`config.mk`:
```
export PLATFORM = sky130hd
export DESIGN_NAME = rvfi_mem_serializer_flat
export DESIGN_NICKNAME = d
export VERILOG_FILES = /design/src/rtl/rvfi_mem_pkg.sv /design/src/rtl/rvfi_mem_serializer_if.sv /design/src/rtl/rvfi_mem_serializer_mwfifo.sv /design/src/rtl/rvfi_mem_serializer.sv /design/src/flat_wrapper.sv
export SDC_FILE = /design/constraint.sdc
export NUM_CORES = 2
export LEC_CHECK = 0
export ABC_AREA = 1
export CORE_ASPECT_RATIO = 1.5
export CORE_UTILIZATION = 34
export CTS_CLUSTER_DIAMETER = 80
export DETAILED_ROUTE_END_ITERATION = 10
export DONT_BUFFER_PORTS = 1
export SYNTH_ARGS = -nofsm -noshare
export SYNTH_HDL_FRONTEND = slang
export SYNTH_HIERARCHICAL = 1
export SYNTH_SLANG_ARGS = --single-unit
```
`constraint.sdc`:
```
create_clock -name clock -period 26.1 [get_ports clock]
set_input_delay 5.22 -clock clock [delete_from_list [all_inputs] [get_ports clock]]
set_output_delay 5.22 -clock clock [all_outputs]
set_load 0.1 [all_outputs]
```
`src/rtl/rvfi_mem_pkg.sv`:
```
// Shared definitions for the RVFI memory serializer: record sizing and the
// channel-counting helpers used for compaction and retirement indexing.
package rvfi_mem_pkg;

  localparam int ORDER_W  = 64;
  localparam int MAX_NRET = 4;

  // Record layout: {order, addr, rmask, wmask, rdata, wdata, enable}, MSB first.
  function automatic int rec_width(input int xlen);
    return ORDER_W + 3 * xlen + 2 * (xlen / 8) + 1;
  endfunction

  function automatic logic [2:0] popcount(input logic [MAX_NRET-1:0] v);
    logic [2:0] n;
    n = 3'd0;
    for (int i = 0; i < MAX_NRET; i++) begin
      n = n + {2'b00, v[i]};
    end
    return n;
  endfunction

  // Number of set bits strictly below position upto.
  function automatic logic [2:0] prefix_count(input logic [MAX_NRET-1:0] v, input int upto);
    logic [2:0] n;
    n = 3'd0;
    for (int i = 0; i < MAX_NRET; i++) begin
      if (i < upto) n = n + {2'b00, v[i]};
      else          n = n;
    end
    return n;
  endfunction

endpackage

```
`src/rtl/rvfi_mem_serializer_if.sv`:
```
// RVFI retirement inputs and the serialized memory-transaction stream.
interface rvfi_mem_serializer_if #(
  parameter int XLEN  = 32,
  parameter int NRET  = 2,
  parameter int DEPTH = 8
);
  localparam int MW = XLEN / 8;
  localparam int LW = $clog2(DEPTH) + 1;

  logic [NRET-1:0]      rvfi_valid;
  logic [64*NRET-1:0]   rvfi_order;
  logic [XLEN*NRET-1:0] rvfi_mem_addr;
  logic [MW*NRET-1:0]   rvfi_mem_rmask;
  logic [MW*NRET-1:0]   rvfi_mem_wmask;
  logic [XLEN*NRET-1:0] rvfi_mem_rdata;
  logic [XLEN*NRET-1:0] rvfi_mem_wdata;

  logic                 out_valid;
  logic                 out_ready;
  logic [63:0]          out_order;
  logic [XLEN-1:0]      out_addr;
  logic [MW-1:0]        out_rmask;
  logic [MW-1:0]        out_wmask;
  logic [XLEN-1:0]      out_rdata;
  logic [XLEN-1:0]      out_wdata;
  logic                 out_enable;
  logic                 overflow;
  logic [LW-1:0]        level;

  modport slave (
    input  rvfi_valid, rvfi_order, rvfi_mem_addr, rvfi_mem_rmask, rvfi_mem_wmask,
           rvfi_mem_rdata, rvfi_mem_wdata, out_ready,
    output out_valid, out_order, out_addr, out_rmask, out_wmask, out_rdata,
           out_wdata, out_enable, overflow, level
  );

  modport master (
    output rvfi_valid, rvfi_order, rvfi_mem_addr, rvfi_mem_rmask, rvfi_mem_wmask,
           rvfi_mem_rdata, rvfi_mem_wdata, out_ready,
    input  out_valid, out_order, out_addr, out_rmask, out_wmask, out_rdata,
           out_wdata, out_enable, overflow, level
  );
endinterface

```
`src/rtl/rvfi_mem_serializer_mwfifo.sv`:
```
// Multi-write, single-read FIFO: up to NWR compacted records per cycle,
// slot 0 first; pointers carry an extra MSB to tell full from empty.
module rvfi_mem_mwfifo #(
  parameter int WIDTH = 8,
  parameter int NWR   = 2,
  parameter int DEPTH = 8,
  parameter int AW    = $clog2(DEPTH)
) (
  input  logic                      clock,
  input  logic                      resetn,
  input  logic [NWR-1:0][WIDTH-1:0] wr_data,
  input  logic [2:0]                wr_cnt,
  input  logic                      rd_en,
  output logic [WIDTH-1:0]          rd_data,
  output logic                      rd_valid,
  output logic [AW:0]               level
);
  localparam logic [AW:0] PTR_ONE = {{AW{1'b0}}, 1'b1};

  logic [WIDTH-1:0] mem_r [DEPTH];
  logic [AW:0]      wr_ptr_r;
  logic [AW:0]      rd_ptr_r;
  logic [AW-1:0]    wr_idx_s [NWR];

  // Storage slot for each write port, wrapping at DEPTH.
  always_comb begin
    for (int i = 0; i < NWR; i++) begin
      wr_idx_s[i] = wr_ptr_r[AW-1:0] + AW'(i);
    end
  end

  // Storage and pointer update; the caller guarantees wr_cnt fits.
  always_ff @(posedge clock) begin
    if (!resetn) begin
      wr_ptr_r <= '0;
      rd_ptr_r <= '0;
      for (int d = 0; d < DEPTH; d++) mem_r[d] <= '0;
    end else begin
      for (int i = 0; i < NWR; i++) begin
        if (3'(i) < wr_cnt) mem_r[wr_idx_s[i]] <= wr_data[i];
      end
      wr_ptr_r <= wr_ptr_r + (AW+1)'(wr_cnt);
      if (rd_en && rd_valid) rd_ptr_r <= rd_ptr_r + PTR_ONE;
    end
  end

  assign level    = wr_ptr_r - rd_ptr_r;
  assign rd_valid = (level != '0);
  assign rd_data  = mem_r[rd_ptr_r[AW-1:0]];

endmodule

```
`src/rtl/rvfi_mem_serializer.sv`:
```
// Merges per-channel RVFI memory accesses into one in-order stream, tagging each
// with a retirement-window enable; never stalls the core, flags overflow instead.
module rvfi_mem_serializer
  import rvfi_mem_pkg::*;
#(
  parameter int XLEN     = 32,
  parameter int NRET     = 2,
  parameter int DEPTH    = 8,
  parameter int EN_START = 1,
  parameter int EN_END   = 16
) (
  input logic                  clock,
  input logic                  resetn,
  rvfi_mem_serializer_if.slave bus
);
  localparam int MW = XLEN / 8;
  localparam int RW = rec_width(XLEN);
  localparam int LW = $clog2(DEPTH) + 1;

  typedef struct packed {
    logic [63:0]     order;
    logic [XLEN-1:0] addr;
    logic [MW-1:0]   rmask;
    logic [MW-1:0]   wmask;
    logic [XLEN-1:0] rdata;
    logic [XLEN-1:0] wdata;
    logic            enable;
  } rec_t;

  logic [31:0]               ret_cnt_r;
  logic                      overflow_r;
  logic [MAX_NRET-1:0]       valid_pad_s;
  logic [MAX_NRET-1:0]       mem_pad_s;
  logic [2:0]                mem_cnt_s;
  logic [2:0]                wr_cnt_s;
  logic [2:0]                ret_inc_s;
  logic                      fits_s;
  logic [32:0]               ret_sum_s;
  logic [33:0]               ret_idx_s;
  rec_t                      chan_rec_s;
  logic [NRET-1:0][RW-1:0]   wr_data_s;
  logic [RW-1:0]             head_s;
  rec_t                      head_rec_s;
  logic [LW-1:0]             level_s;
  logic                      head_valid_s;

  // Memory-entry detection and the all-or-nothing space check on start-of-cycle level.
  always_comb begin
    valid_pad_s = '0;
    mem_pad_s   = '0;
    for (int c = 0; c < NRET; c++) begin
      valid_pad_s[c] = bus.rvfi_valid[c];
      mem_pad_s[c]   = bus.rvfi_valid[c] &
                       (|(bus.rvfi_mem_rmask[c*MW +: MW] | bus.rvfi_mem_wmask[c*MW +: MW]));
    end
    mem_cnt_s = popcount(mem_pad_s);
    ret_inc_s = popcount(valid_pad_s);
    fits_s    = (int'(mem_cnt_s) <= (DEPTH - int'(level_s)));
    wr_cnt_s  = fits_s ? mem_cnt_s : 3'd0;
    ret_sum_s = {1'b0, ret_cnt_r} + {30'd0, ret_inc_s};
  end

  // Build each channel's record and compact memory entries into ascending write slots.
  always_comb begin
    wr_data_s  = '0;
    chan_rec_s = '0;
    ret_idx_s  = '0;
    for (int c = 0; c < NRET; c++) begin
      ret_idx_s         = {2'b00, ret_cnt_r} + {31'd0, prefix_count(valid_pad_s, c + 1)};
      chan_rec_s.order  = bus.rvfi_order[c*64 +: 64];
      chan_rec_s.addr   = bus.rvfi_mem_addr[c*XLEN +: XLEN];
      chan_rec_s.rmask  = bus.rvfi_mem_rmask[c*MW +: MW];
      chan_rec_s.wmask  = bus.rvfi_mem_wmask[c*MW +: MW];
      chan_rec_s.rdata  = bus.rvfi_mem_rdata[c*XLEN +: XLEN];
      chan_rec_s.wdata  = bus.rvfi_mem_wdata[c*XLEN +: XLEN];
      chan_rec_s.enable = (ret_idx_s >= 34'(EN_START)) && (ret_idx_s <= 34'(EN_END));
      for (int s = 0; s < NRET; s++) begin
        if (mem_pad_s[c] && (prefix_count(mem_pad_s, c) == 3'(s))) wr_data_s[s] = chan_rec_s;
        else                                                       wr_data_s[s] = wr_data_s[s];
      end
    end
  end

  // Saturating retirement counter and sticky overflow flag.
  always_ff @(posedge clock) begin
    if (!resetn) begin
      ret_cnt_r  <= 32'd0;
      overflow_r <= 1'b0;
    end else begin
      ret_cnt_r  <= ret_sum_s[32] ? 32'hFFFF_FFFF : ret_sum_s[31:0];
      overflow_r <= overflow_r | ~fits_s;
    end
  end

  rvfi_mem_mwfifo #(
    .WIDTH (RW),
    .NWR   (NRET),
    .DEPTH (DEPTH)
  ) u_fifo (
    .clock    (clock),
    .resetn   (resetn),
    .wr_data  (wr_data_s),
    .wr_cnt   (wr_cnt_s),
    .rd_en    (bus.out_ready),
    .rd_data  (head_s),
    .rd_valid (head_valid_s),
    .level    (level_s)
  );

  assign head_rec_s     = rec_t'(head_s);
  assign bus.out_valid  = head_valid_s;
  assign bus.out_order  = head_rec_s.order;
  assign bus.out_addr   = head_rec_s.addr;
  assign bus.out_rmask  = head_rec_s.rmask;
  assign bus.out_wmask  = head_rec_s.wmask;
  assign bus.out_rdata  = head_rec_s.rdata;
  assign bus.out_wdata  = head_rec_s.wdata;
  assign bus.out_enable = head_rec_s.enable;
  assign bus.overflow   = overflow_r;
  assign bus.level      = level_s;

endmodule
```
`src/flat_wrapper.sv`:
```
// flat-port wrapper written by rule: the top's interface ports become plain ports
module rvfi_mem_serializer_flat import rvfi_mem_pkg::*;
#(
  parameter int XLEN     = 32,
  parameter int NRET     = 2,
  parameter int DEPTH    = 8,
  parameter int EN_START = 1,
  parameter int EN_END   = 16
)
  (clock, resetn, bus_rvfi_valid, bus_rvfi_order, bus_rvfi_mem_addr, bus_rvfi_mem_rmask, bus_rvfi_mem_wmask, bus_rvfi_mem_rdata, bus_rvfi_mem_wdata, bus_out_ready, bus_out_valid, bus_out_order, bus_out_addr, bus_out_rmask, bus_out_wmask, bus_out_rdata, bus_out_wdata, bus_out_enable, bus_overflow, bus_level);
  rvfi_mem_serializer_if #(.XLEN(XLEN), .NRET(NRET), .DEPTH(DEPTH)) bus_i ();
  input logic clock;
  input logic resetn;
  input wire logic [$bits(bus_i.rvfi_valid)-1:0] bus_rvfi_valid;
  input wire logic [$bits(bus_i.rvfi_order)-1:0] bus_rvfi_order;
  input wire logic [$bits(bus_i.rvfi_mem_addr)-1:0] bus_rvfi_mem_addr;
  input wire logic [$bits(bus_i.rvfi_mem_rmask)-1:0] bus_rvfi_mem_rmask;
  input wire logic [$bits(bus_i.rvfi_mem_wmask)-1:0] bus_rvfi_mem_wmask;
  input wire logic [$bits(bus_i.rvfi_mem_rdata)-1:0] bus_rvfi_mem_rdata;
  input wire logic [$bits(bus_i.rvfi_mem_wdata)-1:0] bus_rvfi_mem_wdata;
  input wire logic [$bits(bus_i.out_ready)-1:0] bus_out_ready;
  output wire logic [$bits(bus_i.out_valid)-1:0] bus_out_valid;
  output wire logic [$bits(bus_i.out_order)-1:0] bus_out_order;
  output wire logic [$bits(bus_i.out_addr)-1:0] bus_out_addr;
  output wire logic [$bits(bus_i.out_rmask)-1:0] bus_out_rmask;
  output wire logic [$bits(bus_i.out_wmask)-1:0] bus_out_wmask;
  output wire logic [$bits(bus_i.out_rdata)-1:0] bus_out_rdata;
  output wire logic [$bits(bus_i.out_wdata)-1:0] bus_out_wdata;
  output wire logic [$bits(bus_i.out_enable)-1:0] bus_out_enable;
  output wire logic [$bits(bus_i.overflow)-1:0] bus_overflow;
  output wire logic [$bits(bus_i.level)-1:0] bus_level;
  assign bus_i.rvfi_valid = bus_rvfi_valid;
  assign bus_i.rvfi_order = bus_rvfi_order;
  assign bus_i.rvfi_mem_addr = bus_rvfi_mem_addr;
  assign bus_i.rvfi_mem_rmask = bus_rvfi_mem_rmask;
  assign bus_i.rvfi_mem_wmask = bus_rvfi_mem_wmask;
  assign bus_i.rvfi_mem_rdata = bus_rvfi_mem_rdata;
  assign bus_i.rvfi_mem_wdata = bus_rvfi_mem_wdata;
  assign bus_i.out_ready = bus_out_ready;
  assign bus_out_valid = bus_i.out_valid;
  assign bus_out_order = bus_i.out_order;
  assign bus_out_addr = bus_i.out_addr;
  assign bus_out_rmask = bus_i.out_rmask;
  assign bus_out_wmask = bus_i.out_wmask;
  assign bus_out_rdata = bus_i.out_rdata;
  assign bus_out_wdata = bus_i.out_wdata;
  assign bus_out_enable = bus_i.out_enable;
  assign bus_overflow = bus_i.overflow;
  assign bus_level = bus_i.level;
  rvfi_mem_serializer #(.XLEN(XLEN), .NRET(NRET), .DEPTH(DEPTH), .EN_START(EN_START), .EN_END(EN_END)) u_core (.clock(clock), .resetn(resetn), .bus(bus_i));
endmodule
```
==> summary.md <==
| Metric | Value |
|---|---|
| WP data required | 20.88 ns |
| Met3 usage | 0.0563 |
| Clk_skew | 0.0409 ns |
| GR Layer Usage met1 | 0.331 |
| Top cell type by total area after synthesis | edfxtp_1 |
| Total GRT Usage | 0.244 |
| Die W | approximately 370 um |
| Post-synth top area share | 0.575 |
| Synth Register Bits | 1396 |
| CP endpoint kind | output port |
| FF-to-FF setup slack | 18.57 ns |
| Setup Crit Path Kind | flop to output port |
| Worst-path clk slew | roughly 0.060 ns |
| Max clock buf depth | 3 |
| Mapped Avg Cell Area | 9.68 um^2 |
| Vias/cell | 6.18 |
| Die Span Y | 560 um |
| Pwr Density | 116 mW/mm^2 |
| CTS hold repair buffers | 0 |
| Setup TNS | 0 ns |
| Period utilisation layout | 0.447 |
| Hold_ws | 0.543 ns |
| IO buf count | 0 |
| Pin count of the biggest net entering global routing | roughly 220 |
| CP startpoint kind | flop |
| Count of final setup violators | 0 |
| Layer with the highest usage | met2 |
| Vias | ~60000 |
| Post-Place Worst Slack | between 10 and 15 ns |
| Non-Filler Instances | 9868 |
| CP arrival | 6.44 ns |
| Hold crit path type | flop to flop |
| Max-slew violations | 0 |
| Most frequent cells in the layout | o22ai_1, edfxtp_1, nor2_1, nand2_1, o21ai_0 |
| CTS Buf Count | 143 |
| Drt wl/cell | 27.1 um |
| Register area share after synthesis | 0.587 |
| DRC Markers | 0 |
| Layout fillers | 20200 |
| Die Area | 0.210 mm^2 |
| # rows | slightly above 200 |
| F_max | approximately 0.086 GHz |
| Final Hold Viols | 0 |
| Core area | roughly 0.21 mm^2 |
| Final setup margin | 14.44 ns |
| Top post-synthesis cells by area | edfxtp_1, o22ai_1, nor2_1 |
| Total clock sinks | 1396 |
| Vias in the first global route | approximately 59000 |
| Starting Density | 0.342 |
| Tot Pwr | 9.17 mW |
| Crit path time final | around 12 ns |
| H-tree depth | 4 |
| Ys Warns | 6 |
| Fin area | slightly below 0.08 mm^2 |
| Met2 Use GR | 0.382 |
| Total wire length | between 200000 and 300000 um |
| Synthesized area | 0.0706 mm^2 |
| Worst-Margin Slew | 1.24 ns |
| Share of cells above drive strength 1 | 0.0974 |
| Peak supply drop | 0.000199 V |
| Placement-stage cell area | around 0.075 mm^2 |
| Drt pass-1 iters | 6 |
| Core Util, Final | 0.385 |
| Postcts setup bufs | 0 |
| MaxCap Viol Count | 0 |
| Clk_lat worst skew | 0.82 ns |
| Antenna Nets Post-Route | 0 |
| TritonCTS clock tree | yes |
| P&R area growth vs syn | 12.4% |
| Total grt overflow | 0 |
| Reg2Reg Depth | 17 |
| Max FO, Critical Path | between 200 and 250 |
| Layout Nets | 7436 |
| Cells after Synth | 7300 |
| Initial antenna violation count | 4 |
| DP HPWL | ~150000 um |
| CTS resizes | 0 |
| Slew HR | 0.173 |
| Ports | 516 |
| Worst hold path depth | 2 |
| First-pass GRT wire length | 385000 um |
| RSZ-0062 raised after global routing | no |
| Leakage | 28.6 nW |
| Final Wtd Congestion | about 0.86 |
| Status | finished, final reports clean |
| CTS root buffer | clkbuf_16 |
| Synth unique cells | 42 |
| Placed Cells | between 9000 and 10000 |
| Starting DRT DRC Count | 8496 |
==> worst max-delay path: stages (launching register included) <==
cell	delay [ns]
dfxtp_4	0.50
inv_16	0.40
buf_4	0.94
buf_4	0.97
buf_4	1.01
o21ai_0	0.37
a31oi_4	0.87
==> flip-flops by register name, summed over array words and instances (netlist names), named ones only <==
name / flops
u_core/bus.overflow: 1
u_core/ret_cnt_r: 32
u_core/u_fifo/mem_r: 1352
u_core/u_fifo/rd_ptr_r: 4
u_core/u_fifo/wr_ptr_r: 4
==> where the power goes <==
part           switching (mW)  internal, mW  leakage [nW]
logic                    3.26         0.776          11.9
clock network           0.927          1.14          2.25
registers               0.132          2.93          14.5
==> path summary, 6_finish.rpt <==
kind                                  start                     endpoint
hold reg to reg   u_core/u_fifo/rd_ptr_r[3]    u_core/u_fifo/rd_ptr_r[3]
setup / recovery                       flop             bus_out_rmask[3]
setup reg to reg  u_core/u_fifo/wr_ptr_r[0]  u_core/u_fifo/mem_r[3][147]
hold / removal    u_core/u_fifo/rd_ptr_r[3]    u_core/u_fifo/rd_ptr_r[3]
==> cells in the mapped netlist <==
master    instances
buf_4            40
o21ai_0         684
o22ai_1        1352
buf_2           231
nor2_1          957
nand2_1         921
xnor2_1           2
or2_2             2
nand2_4           5
ha_1             18
conb_1            1
inv_4             1
buf_1            36
o211ai_1          1
edfxtp_1       1352
xor2_1            7
nand3b_1          2
o21ai_2           1
a22o_1          160
nand4_1          14
nand2_2          17
buf_6             2
a21oi_1         184
nor2_8            3
o21a_1            1
clkbuf_1        306
o21ai_1          32
nor2_4           11
inv_2             6
inv_1           613
xnor2_4           1
fa_1              3
clkinv_1          1
o31ai_1           1
nor2_2           20
nor4_1            2
nand4_2           8
dfxtp_1          44
a22oi_1           1
a31oi_1         175
nand3_1          78
nor3_1            4
==> per-layer routing <==
layer | part of all wire | wire length (um)
met1 | 0.39 | 104000
met5 | 0.000086 | 23
met2 | 0.45 | 120000
met4 | 0.031 | 8250
met3 | 0.13 | 35000
==> final cells by class <==
cell class | instances | area (um^2) | share of cell area
flip-flops and latches | 1396 | 41500 | 0.523
multi-input cells | 4669 | 25600 | 0.322
clock buffers | 177 | 3710 | 0.0467
inverters | 621 | 2360 | 0.0298
repair buffers | 243 | 1940 | 0.0245
well taps | 2678 | 3350 | 0.0422
diodes | 2 | 5.00 | 0.0000631
clock inverters | 82 | 942 | 0.0119
==> cell families after synthesis <==
kind of cell,count (synthesis),synth area share
flip-flops,1396,0.587
XOR/XNOR,10,0.00151
AO/OA/AOI/OAI,2592,0.219
buffers and inverters,1236,0.0722
other,1,0.0000531
AND/OR/NAND/NOR,2044,0.116
adder cells (fa/ha/maj),21,0.00404
Power figures use the tool's default switching activity.
